### src/rtl/fifo_pkg.sv
// fifo_pkg: shared asynchronous FIFO constants and Gray/binary pointer conversion helpers.
package fifo_pkg;
  localparam int FIFO_DEPTH_BIT = 4;
  localparam int PTR_W = FIFO_DEPTH_BIT + 1;
  function automatic logic [31:0] bin2gray(input logic [31:0] b);
    return b ^ (b >> 1);
  endfunction
  function automatic logic [31:0] gray2bin(input logic [31:0] g);
    logic [31:0] b;
    b = g;
    for (int i = 1; i < 32; i++) b = b ^ (g >> i);
    return b;
  endfunction
endpackage

### src/rtl/sync_2ff.sv
// sync_2ff: two-flop clock-domain-crossing synchronizer with async active-low reset to zero.
module sync_2ff #(
  parameter int W = 1
) (
  input  logic         clk_i,
  input  logic         rst_ni,
  input  logic [W-1:0] d_i,
  output logic [W-1:0] q_o
);
  logic [W-1:0] meta_q;
  always_ff @(posedge clk_i or negedge rst_ni) begin
    if (!rst_ni) begin
      meta_q <= '0;
      q_o    <= '0;
    end else begin
      meta_q <= d_i;
      q_o    <= meta_q;
    end
  end
endmodule

### src/rtl/read_empty.sv
// read_empty: async FIFO read-side pointers, empty flag and fill level.
// Almost-empty flag is built only when READ_ALMOST_EMPTY_EN is defined.
module read_empty
  import fifo_pkg::*;
#(
  parameter int FIFO_DEPTH_BIT  = fifo_pkg::FIFO_DEPTH_BIT,
  parameter int ALMOST_EMPTY_TH = 2
) (
  input  logic                      r_clk,
  input  logic                      r_rst_n,
  input  logic                      r_en,
  input  logic [FIFO_DEPTH_BIT:0]   write_addr_gray,
  output logic [FIFO_DEPTH_BIT-1:0] read_addr,
  output logic [FIFO_DEPTH_BIT:0]   read_addr_gray,
  output logic                      flag_empty,
  output logic [FIFO_DEPTH_BIT:0]   r_level,
  output logic                      flag_almost_empty
);
  localparam int PW = FIFO_DEPTH_BIT + 1;
  if (ALMOST_EMPTY_TH < 0 || ALMOST_EMPTY_TH > (1 << FIFO_DEPTH_BIT)) begin : g_bad_th
    $error("ALMOST_EMPTY_TH out of range");
  end
  logic [PW-1:0] wgray_sync, wbin_sync;
  logic [PW-1:0] rbin_q, rbin_d, rgray_d, level_d;
  logic          empty_d, rd_ok;
  sync_2ff #(.W(PW)) u_wsync (
    .clk_i (r_clk),
    .rst_ni(r_rst_n),
    .d_i   (write_addr_gray),
    .q_o   (wgray_sync)
  );
  // A read while empty is dropped, so the pointer can never pass the write pointer.
  assign rd_ok     = r_en & ~flag_empty;
  assign rbin_d    = rbin_q + PW'(rd_ok);
  assign rgray_d   = PW'(bin2gray(32'(rbin_d)));
  assign wbin_sync = PW'(gray2bin(32'(wgray_sync)));
  assign empty_d   = (rgray_d == wgray_sync);
  assign level_d   = wbin_sync - rbin_d;
  assign read_addr = rbin_q[FIFO_DEPTH_BIT-1:0];
  always_ff @(posedge r_clk or negedge r_rst_n) begin
    if (!r_rst_n) begin
      rbin_q         <= '0;
      read_addr_gray <= '0;
      flag_empty     <= 1'b1;
      r_level        <= '0;
    end else begin
      rbin_q         <= rbin_d;
      read_addr_gray <= rgray_d;
      flag_empty     <= empty_d;
      r_level        <= level_d;
    end
  end
`ifdef READ_ALMOST_EMPTY_EN
  always_ff @(posedge r_clk or negedge r_rst_n) begin
    if (!r_rst_n) flag_almost_empty <= 1'b1;
    else flag_almost_empty <= (level_d <= PW'(ALMOST_EMPTY_TH));
  end
`else
  assign flag_almost_empty = 1'b0;
`endif
endmodule

### config.mk
export PLATFORM = sky130hd
export DESIGN_NAME = read_empty
export DESIGN_NICKNAME = d
export VERILOG_FILES = /design/src/rtl/fifo_pkg.sv /design/src/rtl/sync_2ff.sv /design/src/rtl/read_empty.sv
export SDC_FILE = /design/constraint.sdc
export NUM_CORES = 1
export LEC_CHECK = 0
export CORE_MARGIN = 10
export CORE_UTILIZATION = 49
export CTS_CLUSTER_DIAMETER = 200
export DETAILED_ROUTE_END_ITERATION = 6
export PLACE_DENSITY = 0.82
export SLEW_MARGIN = 20
export SYNTH_ARGS = -nofsm -noshare
export SYNTH_HDL_FRONTEND = slang
export SYNTH_HIERARCHICAL = 1
export SYNTH_SLANG_ARGS = --single-unit
export TNS_END_PERCENT = 30
### constraint.sdc
create_clock -name r_clk -period 2.95 [get_ports r_clk]
set_input_delay 0.7375 -clock r_clk [delete_from_list [all_inputs] [get_ports r_clk]]
set_output_delay 0.7375 -clock r_clk [all_outputs]
set_load 0.1 [all_outputs]
==> results of run 1 <==
synthesized netlist by cell type, types with 2 or more instances:
| master | count |
|---|---|
| a21oi_1 | 2 |
| dfrtp_1 | 24 |
| ha_1 | 5 |
| inv_1 | 5 |
| nand2_1 | 3 |
| nand3_1 | 2 |
| xnor2_1 | 9 |
| xnor2_2 | 3 |
| xor2_1 | 10 |
final cells by class:
class                           instances  area, sq um
Clock buffer                            4         26.3
Fill cell                             183          791
Inverter                                5         18.8
Multi-Input combinational cell         47          437
Sequential cell                        25          627
Tap cell                               28         35.0
Timing Repair Buffer                   29          235
metrics by stage:
stage	hold slack (ps)	setup slack [ps]	util (%)	area, sq um
CTS	364	269	63.6	1380
detailed placement	335	-60.2	62.3	1350
floorplan	331	127	-	1100
finish	361	284	63.6	1380
global route	373	82.4	63.6	1380
global placement	332	1.07	62.3	1350
critical path: cells and delay by family:
kind                     cells  cell delay (ps)
adder cells (fa/ha/maj)      4             1100
buffers and inverters        2              520
XOR/XNOR                     2              290
AND/OR/NAND/NOR              1              140
AO/OA/AOI/OAI                1               70
kinds of logic (layout without fill, tap and decap cells):
family	after synthesis	in the layout	synth area share [%]
XOR/XNOR	23	23	21.0
buffers and inverters	7	38	3.41
adder cells (fa/ha/maj)	7	7	8.41
flip-flops	25	25	56.9
AND/OR/NAND/NOR	9	9	4.66
AO/OA/AOI/OAI	6	6	4.32
multiplexers	1	1	0.909
other	1	1	0.341
how the worst min path moves through the flow:
stage | startpoint | to | slack, ps | cells past startpoint
final | u_wsync/meta_q[0]$_DFF_PN0_ | u_wsync/q_o[0]$_DFF_PN0_ | 360 | 0
after global routing | u_wsync/meta_q[2]$_DFF_PN0_ | u_wsync/q_o[2]$_DFF_PN0_ | 370 | 0
after global placement | u_wsync/meta_q[1]$_DFF_PN0_ | u_wsync/q_o[1]$_DFF_PN0_ | 330 | 0
after detailed placement | u_wsync/meta_q[1]$_DFF_PN0_ | u_wsync/q_o[1]$_DFF_PN0_ | 330 | 0
after CTS | u_wsync/meta_q[1]$_DFF_PN0_ | u_wsync/q_o[1]$_DFF_PN0_ | 360 | 0
after floorplan | u_wsync/meta_q[0]$_DFF_PN0_ | u_wsync/q_o[0]$_DFF_PN0_ | 330 | 0
registers in the layout, indices dropped and copies added, names as in the netlist:
name,count
flag_empty,1
r_level,5
rbin_q,5
read_addr_gray,4
u_wsync/meta_q,5
u_wsync/q_o,5
per-layer routing:
layer	GRT usage [%]	vias to the layer above	share of wire, %
met4	3.08	0	0.83
li1	-	314	-
met1	10.0	296	43
met5	0	-	0
met2	13.7	18	48
met3	2.98	2	8.3
==> summary.md, run 1 <==
| Metric | Value |
|---|---|
| DIE WIDTH | `67.4 um` |
| Core Rows | `17` |
| Boundary Pins | `24` |
| Seq/Total Area, Yosys | `56.9%` |
| Non-Filler Instances | `138` |
| 1st-iter DRT viols | `7` |
| Sum of negative setup slack | `0 ps` |
| Via Count | `630` |
| Reg-to-Reg Start | `u_wsync/q_o[3]$_DFF_PN0_` |
| FF+latch count, synth | `25` |
| Port bufs | `22` |
| Clock-pin slew on the worst setup and hold paths | `120 ps` |
| Placed Cells | `134` |
| First-pass GRT wire length | `2970 um` |
| CTS Buffer Depth | `2` |
| DRC Markers | `0` |
| Die H | `67.4 um` |
| CP peak stage delay | `450 ps` |
| Area Growth Syn to Fin | `25.2%` |
| Most common cell after layout, fill and taps aside | `dfrtp_1` |
| Total track usage | `8.41%` |
| CTS Sinks | `25` |
| Fin crit share | `90.4%` |
| Worst-margin pin slew | `531 ps` |
| Max cap viols | `0` |
| R2R setup slack | `360 ps` |
| CTS root buffer | `clkbuf_4` |
| CTS H-tree lvls | `1` |
| Async SR Flop Fraction | `100%` |
| CP cell instances | `clkdlybuf4s50_1, nor2b_1, ha_1, ha_1, xor2_2, inv_1, ha_1, a21oi_1, maj3_1, xnor2_1` |
| CP dominant cell by count | `ha_1` |
| Most frequent cells in the layout | `dfrtp_1 (24), buf_4 (22), xor2_1 (10)` |
| R2R depth | `10` |
| Crit path kind | `input pin to register` |
| Post-synth EDFFs | `0` |
| CTS Buf Count | `3` |
| Routability congestion estimate from global placement | `0.778` |
| Crit Path Max Fanout | `4` |
| Fin. Hold Viols | `0` |
| Outcome | `finished, final reports clean` |
| Starting Density | `50.7%` |
| Crit-path slowest cell | `clkdlybuf4s50_1` |
| CTS tree | `yes` |
| Initial antenna violation count | `0` |
| CP startpoint | `r_en` |
| Detailed Routing Iterations Pass 1 | `4` |
| Synth area leaders | `dfrtp_1 (55%), xor2_1 (8.0%), xnor2_1 (7.2%), ha_1 (5.7%), xnor2_2 (4.4%)` |
| Syn avg cell area | `13.9 sq um` |
| Final setup fails | `0` |
| Die area | `0.00454 sq mm` |
| Layout cell share with drive strength beyond 1 | `28.2%` |
| Setup Skew | `1.60 ps` |
| CTS Hold Buffers Added | `0` |
| Mapped Cells | `79` |
| Max Slew Vio Count | `0` |
| Mapped Area | `0.00110 sq mm` |
| DR vias/cell | `4.57` |
| Yosys cell types | `25` |
| Req. time, crit path | `3150 ps` |
| Routed wire length | `1680 um` |
| Hpwl dp | `1410 um` |
| GRT overflow | `0` |
| RR Endpoint | `r_level[4]$_DFF_PN0_` |
| Syn Nets | `93` |
| Crit start category | `input pin` |
| Vias in the first global route | `673` |
| Largest net degree at the start of global routing | `14` |
| Hold crit path type | `register to register` |
| Worst Setup EP | `r_level[4]$_DFF_PN0_` |
| Setup crit end kind | `register` |
| RSZ-0062 raised after global routing | `false` |
| Slew headroom | `64.5%` |
| Yosys Warn Count | `6` |
| Clock latency on the worst-skew pair | `300 ps` |
| Post-CTS Setup Bufs | `0` |
| Fmax | `375 MHz` |
| DR WL/cell | `12.2 um` |
| Most used DFF post-synth | `dfrtp_1` |
| N_diodes | `0` |
| Post-route ant nets | `0` |
| Tmin final | `2670 ps` |
| Leading area contributor after synthesis | `dfrtp_1` |
| Core ar. | `0.00217 sq mm` |
| Nets | `125` |
| Yosys top cell area share | `54.5%` |
| Worst Path Arrival | `2860 ps` |
| PostCTS Resize Cnt | `0` |
Power of run 1 is not shown: default switching activity piles up to over one toggle a cycle in this logic, so the estimate is an artifact.
==> run 2, diff against run 1 <==
--- a/config.mk
+++ b/config.mk
@@ -5,11 +5,13 @@
 export SDC_FILE = /design/constraint.sdc
 export NUM_CORES = 1
 export LEC_CHECK = 0
+export ABC_AREA = 1
 export CORE_MARGIN = 10
-export CORE_UTILIZATION = 49
+export CORE_UTILIZATION = 50
 export CTS_CLUSTER_DIAMETER = 200
 export DETAILED_ROUTE_END_ITERATION = 6
 export PLACE_DENSITY = 0.82
+export SKIP_CTS_REPAIR_TIMING = 1
 export SLEW_MARGIN = 20
 export SYNTH_ARGS = -nofsm -noshare
 export SYNTH_HDL_FRONTEND = slang
==> summary.md, run 2 <==
| Metric | Value |
|---|---|
| Post-route ant nets | `0 (unchanged)` |
| Worst-margin pin slew | `699 ps (was 531 ps)` |
| Fmax | `408 MHz (was 375 MHz)` |
| Mapped Cells | `124 (was 79)` |
| CTS Buf Count | `3 (unchanged)` |
| N_diodes | `0 (unchanged)` |
| Worst Path Arrival | `2660 ps (was 2860 ps)` |
| Via Count | `893 (was 630)` |
| Most instantiated cells after synthesis | `nand2_1 (28), dfrtp_1 (24), inv_1 (14) (was dfrtp_1 (24), xor2_1 (10), xnor2_1 (9))` |
| Port bufs | `22 (unchanged)` |
| Fin. Hold Viols | `0 (unchanged)` |
| Syn avg cell area | `9.63 sq um (was 13.9 sq um)` |
| Sum of negative setup slack | `0 ps (unchanged)` |
| CTS Sinks | `25 (unchanged)` |
| Async SR Flop Fraction | `100% (unchanged)` |
| Fin crit share | `83.1% (was 90.4%)` |
| Clock latency on the worst-skew pair | `310 ps (was 300 ps)` |
| First-pass GRT wire length | `3920 um (was 2970 um)` |
| CTS H-tree lvls | `1 (unchanged)` |
| Final setup fails | `0 (unchanged)` |
| Setup Skew | `6.25 ps (was 1.60 ps)` |
| Max cap viols | `0 (unchanged)` |
| Hpwl dp | `1850 um (was 1410 um)` |
| Most common cell after layout, fill and taps aside | `nand2_1 (was dfrtp_1)` |
| Seq/Total Area, Yosys | `52.5% (was 56.9%)` |
| DRC Markers | `0 (unchanged)` |
| Crit start category | `input pin (unchanged)` |
| Largest net degree at the start of global routing | `18 (was 14)` |
| Vias in the first global route | `966 (was 673)` |
| Leading area contributor after synthesis | `dfrtp_1 (unchanged)` |
| CTS Buffer Depth | `2 (unchanged)` |
| Max Slew Vio Count | `0 (unchanged)` |
| Total track usage | `10.8% (was 8.41%)` |
| Tmin final | `2450 ps (was 2670 ps)` |
| Yosys cell types | `23 (was 25)` |
| Most frequent cells in the layout | `nand2_1 (28), dfrtp_1 (24), buf_4 (21) (was dfrtp_1 (24), buf_4 (22), xor2_1 (10))` |
| Nets | `169 (was 125)` |
| DR vias/cell | `4.91 (was 4.57)` |
| Req. time, crit path | `3160 ps (was 3150 ps)` |
| CP cell instances | `clkdlybuf4s50_1, inv_1, nor2_1, ha_1, ha_1, inv_1, nand2_1, nand2_2, ha_1, nand2_1, inv_1, o21ai_2, nand2_1, o21ai_0, nand2_1 (was clkdlybuf4s50_1, nor2b_1, ha_1, ha_1, xor2_2, inv_1, ha_1, a21oi_1, maj3_1, xnor2_1)` |
| Count leader, synth | `nand2_1 (was dfrtp_1)` |
| Crit path kind | `input pin to register (unchanged)` |
| Boundary Pins | `24 (unchanged)` |
| Most used DFF post-synth | `dfrtp_1 (unchanged)` |
| Crit Path Max Fanout | `4 (unchanged)` |
| Starting Density | `53.4% (was 50.7%)` |
| Clock-pin slew on the worst setup and hold paths | `120 ps (about the same)` |
| Die H | `68.9 um (was 67.4 um)` |
| Layout cell share with drive strength beyond 1 | `27.3% (was 28.2%)` |
| CTS root buffer | `clkbuf_4 (unchanged)` |
| Core ar. | `0.00223 sq mm (was 0.00217 sq mm)` |
| Area Growth Syn to Fin | `22.7% (was 25.2%)` |
| # fillers | `172 (was 183)` |
| CP peak stage delay | `450 ps (about the same)` |
| CP dominant cell by count | `nand2_1 (was ha_1)` |
| Hold crit path type | `register to register (unchanged)` |
| 1st-iter DRT viols | `29 (was 7)` |
| Crit-path slowest cell | `clkdlybuf4s50_1 (unchanged)` |
| Core Rows | `17 (unchanged)` |
| Yosys Warn Count | `6 (unchanged)` |
| Setup crit end kind | `register (unchanged)` |
| Setup ws final | `498 ps (was 284 ps)` |
| Worst slack at placement | `153 ps (was -60.2 ps)` |
| GRT overflow | `0 (unchanged)` |
| Synth area leaders | `dfrtp_1 (50%), nand2_1 (8.8%), ha_1 (5.2%), nand2_2 (5.2%), inv_1 (4.4%) (was dfrtp_1 (55%), xor2_1 (8.0%), xnor2_1 (7.2%), ha_1 (5.7%), xnor2_2 (4.4%))` |
| DR WL/cell | `12.4 um (was 12.2 um)` |
| RSZ-0062 raised after global routing | `false (unchanged)` |
| Mapped Area | `0.00119 sq mm (was 0.00110 sq mm)` |
| Syn Nets | `138 (was 93)` |
| Post-synth EDFFs | `0 (unchanged)` |
| DIE WIDTH | `68.9 um (was 67.4 um)` |
| Detailed Routing Iterations Pass 1 | `4 (unchanged)` |
| Routability congestion estimate from global placement | `0.796 (was 0.778)` |
| CTS tree | `yes (unchanged)` |
| Die area | `0.00474 sq mm (was 0.00454 sq mm)` |
| Outcome | `finished, final reports clean (unchanged)` |
| Yosys top cell area share | `50.3% (was 54.5%)` |
| Initial antenna violation count | `0 (unchanged)` |
| Routed wire length | `2260 um (was 1680 um)` |
| Slew headroom | `53.2% (was 64.5%)` |
| FF+latch count, synth | `25 (unchanged)` |
## run 2: cell type report
type / count / area (sq um) / share of cell area, %
clock inverters: 1 / 5.00 / 0.342
inverters: 15 / 57.6 / 3.93
clock buffers: 3 / 22.5 / 1.54
repair buffers: 28 / 228 / 15.5
well taps: 28 / 35.0 / 2.39
multi-input cells: 82 / 490 / 33.5
flip-flops and latches: 25 / 627 / 42.8
## run 2: routing by layer
metal | up-vias | part of all wire, % | global-route usage (%)
li1 | 441 | - | -
met1 | 420 | 41 | 11.3
met2 | 22 | 50 | 19.9
met3 | 10 | 5.9 | 2.25
met4 | 0 | 2.9 | 5.17
met5 | - | 0 | 0
## run 2: kinds of logic (layout without fill, tap and decap cells)
group / Yosys count / after routing / synth area share, %
simple gates: 61 / 61 / 23.9
flops: 25 / 25 / 52.5
buf+inv: 17 / 47 / 6.39
xor+xnor: 9 / 9 / 7.23
fa+ha+maj: 6 / 6 / 6.92
compound gates: 5 / 5 / 2.73
other cells: 1 / 1 / 0.314
## run 2: path summary, 6_finish.rpt
| kind | startpoint | end | slack, ps | depth (start not counted) |
|---|---|---|---|---|
| max | r_en | r_level[4]$_DFF_PN0_ | 500 | 15 |
| min reg2reg | u_wsync/meta_q[4]$_DFF_PN0_ | u_wsync/q_o[4]$_DFF_PN0_ | 360 | 0 |
| min in group asynchronous | r_rst_n | u_wsync/meta_q[2]$_DFF_PN0_ | 830 | 1 |
| min | u_wsync/meta_q[4]$_DFF_PN0_ | u_wsync/q_o[4]$_DFF_PN0_ | 360 | 0 |
| max reg2reg | u_wsync/q_o[4]$_DFF_PN0_ | r_level[4]$_DFF_PN0_ | 760 | 13 |
| max in group asynchronous | r_rst_n | r_level[4]$_DFF_PN0_ | 1530 | 2 |
## run 2: worst max-delay path: cells and delay by family
family,cells,cell delay (ps)
AOI/OAI and AO/OA,2,180
buffers and inverters,4,610
and+or+nand+nor,6,430
adders and majority gates,3,700
## run 2: per-stage QoR
step                      utilization [%]  area [sq um]  cells  hold WS (ps)
after CTS                            65.6          1470    182           369
final                                65.6          1470    182           364
after global placement               64.4          1440    178           335
after global routing                 65.6          1470    182           362
after detailed placement             64.4          1440    178           337
after floorplan                         -          1190    124           331
Power of run 2 is left out for the same reason.
==> run 3, diff against run 2 <==
--- a/config.mk
+++ b/config.mk
@@ -7,10 +7,10 @@
 export LEC_CHECK = 0
 export ABC_AREA = 1
 export CORE_MARGIN = 10
-export CORE_UTILIZATION = 50
+export CORE_UTILIZATION = 45
 export CTS_CLUSTER_DIAMETER = 200
 export DETAILED_ROUTE_END_ITERATION = 6
-export PLACE_DENSITY = 0.82
+export PLACE_DENSITY = 0.78
 export SKIP_CTS_REPAIR_TIMING = 1
 export SLEW_MARGIN = 20
 export SYNTH_ARGS = -nofsm -noshare
==> constraint.sdc (replaced) <==
create_clock -name r_clk -period 2.1 [get_ports r_clk]
set_input_delay 0.525 -clock r_clk [delete_from_list [all_inputs] [get_ports r_clk]]
set_output_delay 0.525 -clock r_clk [all_outputs]
set_load 0.1 [all_outputs]
==> summary.md, run 3 (synthesized netlist as in run 2, its figures left out) <==
| Metric | Value |
|---|---|
| R2R depth | `12 (was 13)` |
| Crit start category | `register (was input pin)` |
| Placed Cells | `187 (was 178)` |
| Crit path kind | `register to register (was input pin to register)` |
| Area after DPL | `0.00160 sq mm (was 0.00144 sq mm)` |
| Layout cell share with drive strength beyond 1 | `41.1% (was 27.3%)` |
| Detailed Routing Iterations Pass 1 | `4 (unchanged)` |
| GRT overflow | `0 (unchanged)` |
| CTS root buffer | `clkbuf_4 (unchanged)` |
| DIE WIDTH | `71.5 um (was 68.9 um)` |
| Port bufs | `22 (unchanged)` |
| Most frequent cells in the layout | `nand2_1 (27), buf_4 (25), dfrtp_1 (21) (was nand2_1 (28), dfrtp_1 (24), buf_4 (21))` |
| N_diodes | `0 (unchanged)` |
| CTS Buf Count | `3 (unchanged)` |
| Largest net degree at the start of global routing | `26 (was 18)` |
| Reg-to-Reg Start | `u_wsync/q_o[3]$_DFF_PN0_ (was u_wsync/q_o[4]$_DFF_PN0_)` |
| Routed wire length | `2530 um (was 2260 um)` |
| Hold crit path type | `register to register (unchanged)` |
| Die H | `71.5 um (was 68.9 um)` |
| Failing checks | `negative setup slack` |
| GR Layer Usage met1 | `9.24% (was 11.3%)` |
| Global routing met2 resource utilization | `16.8% (was 19.9%)` |
| Vias in the first global route | `955 (was 966)` |
| Setup ws final | `-82.1 ps (was 498 ps)` |
| Fin crit share | `104%` |
| Crit Path Max Fanout | `4 (unchanged)` |
| Worst Hold Depth | `0 (unchanged)` |
| Outcome | `finished, violations left (was finished, final reports clean)` |
| Min-Delay Startpoint | `u_wsync/meta_q[3]$_DFF_PN0_ (was u_wsync/meta_q[4]$_DFF_PN0_)` |
| Initial antenna violation count | `0 (unchanged)` |
| R2R setup slack | `-80 ps (was 760 ps)` |
| Setup crit end kind | `register (unchanged)` |
| Clock-pin slew on the worst setup and hold paths | `140 ps (was 120 ps)` |
| RSZ-0062 raised after global routing | `true (was false)` |
| Via Count | `956 (was 893)` |
| Fin. Hold Viols | `0 (unchanged)` |
| GRT met3 Usage | `3.44% (was 2.25%)` |
| Starting Density | `47.7% (was 53.4%)` |
| Core Rows | `18 (was 17)` |
| Setup Skew | `13.5 ps (was 6.25 ps)` |
| Fin util | `67.8% (was 65.6%)` |
| Routability congestion estimate from global placement | `0.843 (was 0.796)` |
| Core ar. | `0.00250 sq mm (was 0.00223 sq mm)` |
| First-pass GRT wire length | `3930 um (was 3920 um)` |
| Clock latency on the worst-skew pair | `310 ps (about the same)` |
| Worst Path Arrival | `2410 ps (was 2660 ps)` |
| Post-route design area | `0.00169 sq mm (was 0.00147 sq mm)` |
| CTS Buffer Depth | `2 (unchanged)` |
| Fmax | `458 MHz` |
| GRT busiest layer | `met2 (unchanged)` |
| Req. time, crit path | `2320 ps (was 3160 ps)` |
| Worst slack at placement | `-447 ps (was 153 ps)` |
| Max cap viols | `0 (unchanged)` |
| DR WL/cell | `13.1 um (was 12.4 um)` |
| CTS tree | `yes (unchanged)` |
| CP startpoint | `u_wsync/q_o[3]$_DFF_PN0_ (was r_en)` |
| Total track usage | `9.26% (was 10.8%)` |
| Nets | `178 (was 169)` |
| Non-Filler Instances | `193 (was 182)` |
| Post-route ant nets | `0 (unchanged)` |
| CTS H-tree lvls | `1 (unchanged)` |
| Boundary Pins | `24 (unchanged)` |
| DRC Markers | `0 (unchanged)` |
| Most common cell after layout, fill and taps aside | `nand2_1 (unchanged)` |
| DR vias/cell | `4.95 (was 4.91)` |
| Die area | `0.00511 sq mm (was 0.00474 sq mm)` |
| CTS Sinks | `25 (unchanged)` |
| Max Slew Vio Count | `0 (unchanged)` |
| Final setup fails | `1 (was 0)` |
| Hpwl dp | `1910 um (was 1850 um)` |
| Area Growth Syn to Fin | `41.9% (was 22.7%)` |
| Tmin final | `2180 ps` |
| 1st-iter DRT viols | `55 (was 29)` |
run 3: cell count changes in the layout (fill, tap and decap cells not counted), moves of 4 or more:
cell and change:
buf_12 +5, ha_4 +4, ha_1 -4, buf_4 +4
run 3: final timing paths:
path / to
max: r_level[4]$_DFF_PN0_
min: u_wsync/q_o[3]$_DFF_PN0_
max reg2reg: r_level[4]$_DFF_PN0_
min reg2reg: u_wsync/q_o[3]$_DFF_PN0_
max in group asynchronous: flag_empty$_DFF_PN1_
min in group asynchronous: r_level[2]$_DFF_PN0_
run 3: stage by stage:
stage	TNS [ps]	hold WS, ps
after floorplan	-150	229
after detailed placement	-1510	338
after global placement	-1410	335
final	-82.1	366
after global routing	-196	376
after CTS	-143	369
run 3: final cells by class:
class,instances,area (sq um)
clock buffer,4,26.3
fill,200,806
inverter,15,60.1
multi-input combinational,82,578
sequential,25,634
tap,30,37.5
timing repair buffer,37,358
run 3: critical path, stage by stage (launching register included):
cell	delay (ps)
dfrtp_1	470
inv_1	90
nor2_2	180
nor2_4	70
xor2_2	150
xor2_1	190
fa_2	420
nand2_2	70
inv_2	40
o21ai_2	130
nand2_1	90
o21ai_1	110
nand2_1	70
run 3: per-layer routing:
layer  vias up  wire (um)  share of wire [%]
li1        461          -                  -
met1       463        971                 38
met2        26       1350                 53
met3         6        164                6.5
met4         0         49                1.9
met5         -          0                  0
Power of run 3 is left out for the same reason.
